[src/rtl/vga_timing.sv]
// Free-running raster timing generator: pixel/line counters plus registered
// sync, blanking, base colour and end-of-frame flags with zero count-to-flag skew.
module vga_timing #(
  parameter int          H_ACTIVE = 1920,
  parameter int          H_FP     = 88,
  parameter int          H_SYNC   = 44,
  parameter int          H_BP     = 148,
  parameter int          V_ACTIVE = 1080,
  parameter int          V_FP     = 4,
  parameter int          V_SYNC   = 5,
  parameter int          V_BP     = 36,
  parameter logic        HS_POL   = 1'b1,
  parameter logic        VS_POL   = 1'b1,
  parameter logic [11:0] BG_RGB   = 12'h000
) (
  input  logic        i_pclk,
  input  logic        i_rst,
  input  logic        i_en,
  output logic [11:0] o_hcount,
  output logic [11:0] o_vcount,
  output logic        o_hsync,
  output logic        o_vsync,
  output logic        o_hblnk,
  output logic        o_vblnk,
  output logic [11:0] o_rgb,
  output logic        o_frame_end
);

  localparam int H_TOTAL = H_ACTIVE + H_FP + H_SYNC + H_BP;
  localparam int V_TOTAL = V_ACTIVE + V_FP + V_SYNC + V_BP;

  if (H_ACTIVE <= 0 || H_FP <= 0 || H_SYNC <= 0 || H_BP <= 0) begin : g_bad_h_zero
    $error("vga_timing: horizontal active/porch/sync values must be non-zero");
  end
  if (V_ACTIVE <= 0 || V_FP <= 0 || V_SYNC <= 0 || V_BP <= 0) begin : g_bad_v_zero
    $error("vga_timing: vertical active/porch/sync values must be non-zero");
  end
  if (H_TOTAL > 4096 || V_TOTAL > 4096) begin : g_bad_total
    $error("vga_timing: H_TOTAL and V_TOTAL must not exceed 4096");
  end

  // Region boundaries as 12-bit constants so every compare is plain 12-bit unsigned.
  localparam logic [11:0] H_LAST       = 12'(H_TOTAL - 1);
  localparam logic [11:0] V_LAST       = 12'(V_TOTAL - 1);
  localparam logic [11:0] H_BLANK_BEG  = 12'(H_ACTIVE);
  localparam logic [11:0] H_SYNC_BEG   = 12'(H_ACTIVE + H_FP);
  localparam logic [11:0] H_SYNC_END   = 12'(H_ACTIVE + H_FP + H_SYNC);
  localparam logic [11:0] V_BLANK_BEG  = 12'(V_ACTIVE);
  localparam logic [11:0] V_SYNC_BEG   = 12'(V_ACTIVE + V_FP);
  localparam logic [11:0] V_SYNC_END   = 12'(V_ACTIVE + V_FP + V_SYNC);

  logic [11:0] h_next;
  logic [11:0] v_next;
  logic        hsync_next;
  logic        vsync_next;
  logic        hblnk_next;
  logic        vblnk_next;
  logic [11:0] rgb_next;
  logic        frame_end_next;

  always_comb begin
    h_next = o_hcount + 12'd1;
    v_next = o_vcount;
    if (o_hcount == H_LAST) begin
      h_next = 12'd0;
      if (o_vcount == V_LAST) begin
        v_next = 12'd0;
      end else begin
        v_next = o_vcount + 12'd1;
      end
    end
  end

  // Flags decode the next position so they land in the same cycle as the counts.
  always_comb begin
    hblnk_next     = (h_next >= H_BLANK_BEG);
    vblnk_next     = (v_next >= V_BLANK_BEG);
    hsync_next     = ((h_next >= H_SYNC_BEG) && (h_next < H_SYNC_END)) ? HS_POL : ~HS_POL;
    vsync_next     = ((v_next >= V_SYNC_BEG) && (v_next < V_SYNC_END)) ? VS_POL : ~VS_POL;
    rgb_next       = (hblnk_next || vblnk_next) ? 12'h000 : BG_RGB;
    frame_end_next = (h_next == H_LAST) && (v_next == V_LAST);
  end

  always_ff @(posedge i_pclk or posedge i_rst) begin
    if (i_rst) begin
      o_hcount    <= 12'd0;
      o_vcount    <= 12'd0;
      o_hsync     <= ~HS_POL;
      o_vsync     <= ~VS_POL;
      o_hblnk     <= 1'b0;
      o_vblnk     <= 1'b0;
      o_rgb       <= BG_RGB;
      o_frame_end <= 1'b0;
    end else if (i_en) begin
      o_hcount    <= h_next;
      o_vcount    <= v_next;
      o_hsync     <= hsync_next;
      o_vsync     <= vsync_next;
      o_hblnk     <= hblnk_next;
      o_vblnk     <= vblnk_next;
      o_rgb       <= rgb_next;
      o_frame_end <= frame_end_next;
    end
  end

endmodule
[config.mk]
export PLATFORM = sky130hd
export DESIGN_NAME = vga_timing
export DESIGN_NICKNAME = d
export VERILOG_FILES = /design/src/rtl/vga_timing.sv
export SDC_FILE = /design/constraint.sdc
export NUM_CORES = 1
export LEC_CHECK = 0
export BUFFER_PORTS_ARGS = -buffer_cell sky130_fd_sc_hd__buf_2
export CORE_UTILIZATION = 55
export DETAILED_ROUTE_END_ITERATION = 6
export HOLD_SLACK_MARGIN = 0.06
export PLACE_DENSITY_LB_ADDON = 0.2
export SKIP_CTS_REPAIR_TIMING = 1
export SLEW_MARGIN = 20
export SYNTH_ARGS = -nofsm -noshare
export SYNTH_HDL_FRONTEND = slang
export SYNTH_SLANG_ARGS = --single-unit
[constraint.sdc]
create_clock -name i_pclk -period 3 [get_ports i_pclk]
set_clock_uncertainty 0.2 [all_clocks]
set_input_delay 0.3 -clock i_pclk [delete_from_list [all_inputs] [get_ports i_pclk]]
set_output_delay 0.3 -clock i_pclk [all_outputs]
set_load 0.03 [all_outputs]
# Word level (Yosys, flattened, before mapping)

Index checks and enable logic that the tools add are counted.
W data, S select, Z words.

Mux-type cells: 5
Eq/ne operators: 4
Reduce and logical (&&, ||, !) cells: 3
Add/subtract/negate cells: 2
$lt $le $gt $ge: 6

Operator list:

| cell                    | count |
|---|---|
| $ge A12 B11 Y1 const B  | 4 |
| $mux W12                | 3 |
| $add A12 B1 Y12 const B | 2 |
| $eq A12 B11 Y1 const B  | 2 |
| $eq A12 B12 Y1 const B  | 2 |
| $lt A12 B11 Y1 const B  | 1 |
| $lt A12 B12 Y1 const B  | 1 |
| $logic_and A1 B1 Y1     | 3 |
| $mux W1                 | 2 |

Input bits: 3
Bits in registers: 29
Word-level logic and storage cells: 27

# Depth between registers and ports, before layout

Gate-level depths: netlist (run 1).

Depth after elaboration: 6
Gate-level depth with buffers: 9
Mapped depth without buffers: 8

# Least setup slack after synthesis (run 1)

No wires, ideal clock.

Path kind: register to register
Start point: register o_hcount[1]
End point: register o_vblnk
Required time: 2.674 ns
Path slack: 0.393 ns
Stages on the path, launching flop included: 9
Period minus slack after synthesis: 2.607 ns
Setup time: 0.126 ns
Arrival: 2.281 ns
Path through: dfrtp_1 ha_1 clkbuf_8 and4bb_4 nand3_2 nor3_1 mux2i_1 o211ai_1 a221o_1

Longest elaborated chain between the ends: 3

RTL lines:

| what                     | line | text |
|---|---|---|
| start: declaration       | 19   | `output logic [11:0] o_hcount,` |
| start signal: assignment | 95   | `o_hcount <= h_next;` |
| $eq A12 B12 Y1           | 64   | `if (o_hcount == H_LAST) begin` |
| $mux W12                 | 64   |  |
| $ge A12 B11 Y1           | 77   | `vblnk_next = (v_next >= V_BLANK_BEG);` |
| end signal: assignment   | 100  | `o_vblnk <= vblnk_next;` |
| end: declaration         | 24   | `output logic o_vblnk,` |

No other way between the ends.
A chain may end at the register's enable or synchronous reset.

# Worst setup path after layout (run 1)

Same ends and word-level chain as after synthesis.

==> results by group, run 1 <==
Run status
  • Outcome: finished clean

GRT
  • Vias in the first global route: 1724
  • Congestion Overflow GR: 0
  • First-pass GRT wire length: 8710 um
  • Initial antenna violation count: 0
  • Total GRT Usage: 26.9%
  • Largest net degree at the start of global routing: 30

Placed design
  • GP Congestion: 0.880
  • Pre-CTS setup slack: 259 ps
  • HPWL Detailed: 3610 um
  • Port Buf Inserts: 31
  • DP Area: 2300 um2

Final layout
  • Most frequent cells in the layout: buf_2 (31), dfrtp_1 (29), nand2_1 (22)
  • Filler cell count: 344
  • Design Area, Final: 2430 um2
  • Commonest non-fill, non-tap cell in the layout: buf_2
  • # diodes: 0
  • Share of cells above drive strength 1: 19.6%
  • Nets@finish: 292
  • Core Util, Final: 64.4%
  • Synthesis-to-finish area growth: 8.73%

Worst setup path
  • Crit Path Max Fanout: 10
  • Worst EP required: 2970 ps
  • Worst path top cell family by delay: simple AND/OR/NAND/NOR gates
  • CP peak stage delay: 510 ps
  • WP buf/inv: 0
  • Slowest CP cell: dfrtp_1
  • CP arrival: 2750 ps
  • Crit end category: flip-flop
  • Worst Setup Start Kind: flip-flop
  • Critical path class: reg2reg
  • Worst-path cell chain: ha_1, and4bb_4, nand3_2, nor3_1, mux2i_1, o211ai_1, a221o_1

Clock network
  • CTS buffer count: 5
  • Clock sinks: 29
  • Worst-path clk slew: 60 ps
  • H-tree depth: 2
  • Clock Latency Late Sink: 280 ps
  • Max clock buf depth: 2
  • TritonCTS clock tree: built
  • Root Driver: clkbuf_8

STA
  • Max-slew violation count: 0
  • Fmax: 359 MHz
  • Final Worst Setup Slack: 217 ps
  • Post-route setup TNS: 0 ps
  • Tmin final: 2780 ps
  • Min Hold Slack: 282 ps
  • Slew HR: 54.7%
  • Final hold viol count: 0
  • Period utilization: 92.8%
  • RSZ-0062 raised after global routing: no
  • Setup-failing EPs final: 0
  • Actual slew at the worst max-slew pin: 674 ps

Die
  • # IOs: 44
  • Die Wd: 65.7 um
  • Core area: 3770 um2
  • Die Ht: 65.7 um
  • # rows: 22
  • Die ar.: 4320 um2
  • Starting density of the core: 59.3%

Synth
  • Yosys top cell area share: 32.5%
  • Synth area leader: dfrtp_1
  • Main flop type after synthesis: dfrtp_1
  • Synth cell types: 58
  • Number of enable flip-flop cells after synthesis: 0
  • Yosys warns: 0
  • Synth top area cells: dfrtp_1 (32%), buf_4 (4.7%), nand3_1 (4.7%)
  • Mapped Area: 2230 um2
  • Async set or reset register ratio after synthesis: 100%
  • Avg Cell Area, Syn: 8.53 um2
  • Sequential element share of the synthesized area: 32.5%
  • Mapped Cells: 262
  • Synthesized flop and latch total: 29

Power and ir drop
  • Maximum VDD drop: 0.520 mV
  • LEAKAGE: 0.00107 uW
  • Switching Share: 39.7%
  • Clock share of power: 27.4%
  • Switching power: 607 uW
  • Comb power frac: 37.5%
  • Pwr dens: 629 nW/um2
  • Reg power frac: 35.1%
  • Internal power: 921 uW

Min path
  • Hold WC Path Type: in2reg

Routing
  • Final wirelength: 5140 um
  • DR DRC count: 0
  • Number of iterations in the first detailed-routing pass: 5
  • Iteration-0 DRC count of the detailed router: 170
  • WL/cell: 15.4 um
  • Via count: 1981
  • DRT antenna net count: 0
  • Vias per cell: 5.93

Job
  • Max Cap Viol: 0
-- kinds of logic after synthesis --
logic type      synth area share [%]
flops                           32.5
buf+inv                         11.4
compound gates                  17.0
mux                            0.896
other cells                    0.168
simple gates                    28.4
xor+xnor                        7.45
fa+ha+maj                       2.24
-- path summary, 6_finish.rpt --
path                              from      endpoint  slack, ps  depth (start not counted)
max                        o_hcount[1]       o_vblnk        220                          7
min                               i_en  o_vcount[10]        280                          3
max reg2reg                o_hcount[1]       o_vblnk        220                          7
min reg2reg                    o_vblnk       o_vblnk        320                          1
max in group asynchronous        i_rst   o_vcount[2]       1910                          4
min in group asynchronous        i_rst  o_hcount[11]        420                          4
-- stage by stage --
stage / cells / total power, uW
2_1_floorplan: 273 / 998
3_3_place_gp: 325 / 1100
3_5_place_dp: 325 / 1110
4_1_cts: 333 / 1530
5_1_grt: 334 / 1620
6_report: 334 / 1530
-- final cells by class --
type                            count  area, um2  area share [%]
Tap cell                           48       60.1            2.47
Inverter                            8       30.0            1.24
Timing Repair Buffer               37        203            8.34
Sequential cell                    29        726            29.9
Clock buffer                        7       86.3            3.55
Clock inverter                      1       30.0            1.24
Multi-Input combinational cell    204       1290            53.3
-- Yosys cell counts (3+ instances only) --
cell type  instances
dfrtp_1           29
nand2_1           22
nand3_1           21
nor2_1            19
o21ai_0           18
buf_4             14
a21oi_1           11
xor2_1            10
clkbuf_1           9
xnor2_1            9
nand4_1            8
nor3_1             8
inv_1              7
o31ai_1            5
and3_1             4
ha_1               4
a21o_1             3
and2_1             3
and3_2             3
clkbuf_8           3
nand4b_1           3
or3_1              3
-- registers in the layout, summed over array words and instances (netlist names) --
name and cells:
o_hcount 12, o_hblnk 1, o_vblnk 1, o_frame_end 1, o_vsync 1, o_vcount 12
o_hsync 1
-- layer usage --
metal	part of all wire [%]	track usage, %	up-vias
met1	50	40.5	928
li1	-	-	971
met2	42	37.2	73
met4	1.5	9.24	0
met5	0	0	-
met3	6.2	5.73	9
-- worst register-to-register path, cell delays in order (launching register included) --
cell	delay [ps]
dfrtp_1	510
ha_1	420
and4bb_4	350
nand3_2	180
nor3_1	280
mux2i_1	280
o211ai_1	130
a221o_1	330
-- power groups by stage --
stage	combinational, uW	clock (uW)	sequential [uW]
after global routing	629	445	547
final	573	418	536
after floorplan	380	0	618
after global placement	563	0	535
after CTS	570	426	534
after detailed placement	567	0	540
Note: power is estimated with default switching activity, not from simulation.
==> run 2: changes to the inputs <==
clock period = 2.59 ns   (was 3 ns; I/O delays follow)
==> run 2 against run 1 <==
Count of clock-buffer cells in the layout down 1. Setup slack worse by 80 ps. Combinational power increased by 30%. Core utilization is 1.5 points higher. Via count up 4.7%. Maximum frequency is 13% higher. Cell count grew 3.3%. Largest cell class unchanged. Highest routed layer unchanged.
==> results by group, run 2 (same netlist as run 1, synthesis figures left out) <==
Final layout
  • # diodes: 0
  • Post-route insts no fill: 345
  • Synthesis-to-finish area growth: 11.2%
  • Nets@finish: 303
  • Top Registers: o_hcount (12), o_vcount (12)
  • Share of cells above drive strength 1: 23.2%
  • Commonest non-fill, non-tap cell in the layout: buf_2
  • Most frequent cells in the layout: buf_2 (31), dfrtp_1 (28), nand2_1 (22)

Die
  • Die ar.: 4320 um2
  • Core area: 3770 um2
  • Die Ht: 65.7 um
  • Die Wd: 65.7 um
  • Starting density of the core: 59.3%
  • # rows: 22
  • # IOs: 44

GRT
  • Total GRT Usage: 27.4%
  • Congestion Overflow GR: 0
  • Initial antenna violation count: 0
  • Most used routing layer in global routing: met1
  • M1 GR Usage: 40.0%
  • M2 GR Usage: 39.4%
  • Largest net degree at the start of global routing: 26
  • Vias in the first global route: 1816
  • First-pass GRT wire length: 8790 um
  • Global routing usage on met3: 5.90%

STA
  • Setup-failing EPs final: 0
  • Max-slew violation count: 0
  • Slew HR: 49.8%
  • Period utilization: 94.7%
  • Actual slew at the worst max-slew pin: 753 ps
  • Fmax: 408 MHz
  • Final hold viol count: 0
  • RSZ-0062 raised after global routing: no
  • Post-route setup TNS: 0 ps
  • Tmin final: 2450 ps

Worst setup path
  • Critical path class: reg2reg
  • R2R depth: 7
  • Crit Path Max Fanout: 10
  • Worst Setup Start Kind: flip-flop
  • CP endpoint: o_vblnk
  • Crit end category: flip-flop
  • CP arrival: 2410 ps
  • RR Endpoint: o_vblnk
  • R2R Setup Slk: 140 ps
  • Worst reg2reg startpoint: o_hcount[1]
  • Worst EP required: 2550 ps
  • Crit path from: o_hcount[1]

Placed design
  • Port Buf Inserts: 31
  • Inst Count DP: 336
  • HPWL Detailed: 3960 um
  • GP Congestion: 0.865

Routing
  • Iteration-0 DRC count of the detailed router: 164
  • Number of iterations in the first detailed-routing pass: 5
  • Final wirelength: 5390 um
  • DRT antenna net count: 0
  • Vias per cell: 6.01
  • WL/cell: 15.6 um
  • DR DRC count: 0
  • Via count: 2074

Clock network
  • TritonCTS clock tree: built
  • Clock sinks: 29
  • Clock Latency Late Sink: 280 ps
  • CTS buffer count: 5
  • Root Driver: clkbuf_8
  • Max clock buf depth: 2
  • Worst-path clk slew: 70 ps
  • H-tree depth: 2

Run status
  • Outcome: finished clean

Min path
  • Hold WC Path Type: in2reg

Power and ir drop
  • Pwr dens: 676 nW/um2
  • LEAKAGE: 0.00111 uW
  • Maximum VDD drop: 0.545 mV

Job
  • Max Cap Viol: 0
==> run 2: cell types whose count changed in the layout (fill, tap and decap cells not counted), sizes merged <==
| cell | delta |
|---|---|
| buf | +11 |
| clkinv | +2 |
| bufinv | -1 |
| clkbuf | -1 |
==> run 2: through the flow <==
stage	total power, uW	util, %	hold WS [ps]	cell area [um2]	worst slack, ps
after detailed placement	1330	63.3	225	2390	164
after CTS	1680	65.5	-77.4	2470	149
after global placement	1310	63.3	214	2390	270
final	1680	65.9	272	2480	137
after floorplan	1160	-	137	2280	12.9
after global routing	1780	65.9	290	2480	5.56
==> run 2: critical path: stages, from the launching register on <==
cell	delay, ps
dfrtp_2	440
ha_1	190
and4bb_4	310
nand3_2	170
nor3_1	260
mux2i_1	280
o211ai_1	140
a221o_1	350
==> run 2: layout make-up <==
| cell class | count | area (um2) |
|---|---|---|
| clock buffer | 6 | 72.6 |
| clock inverter | 2 | 10.0 |
| fill | 321 | 1290 |
| inverter | 8 | 30.0 |
| multi-input combinational | 204 | 1300 |
| sequential | 29 | 727 |
| tap | 48 | 60.1 |
| timing repair buffer | 48 | 285 |
==> run 2: power breakdown <==
| group | leakage [uW] | internal (uW) | switching (uW) |
|---|---|---|---|
| logic | 0.000691 | 262 | 482 |
| clock network | 0.0000450 | 186 | 173 |
| registers | 0.000377 | 520 | 56.7 |
==> run 2: worst min path at each step <==
stage          startpoint            to  slack (ps)  cells after the start
2_1_floorplan       i_rst   o_frame_end         140                      1
3_3_place_gp        i_rst   o_hcount[8]         210                      2
3_5_place_dp        i_rst   o_hcount[8]         230                      2
4_1_cts             i_rst  o_hcount[11]         -80                      2
5_1_grt              i_en  o_vcount[10]         290                      3
6_report             i_en  o_vcount[10]         270                      3
==> run 2: per-layer routing <==
| metal | up-vias | wire (um) |
|---|---|---|
| met4 | 0 | 98 |
| met1 | 972 | 2520 |
| met3 | 10 | 439 |
| li1 | 996 | - |
| met2 | 96 | 2330 |
| met5 | - | 0 |
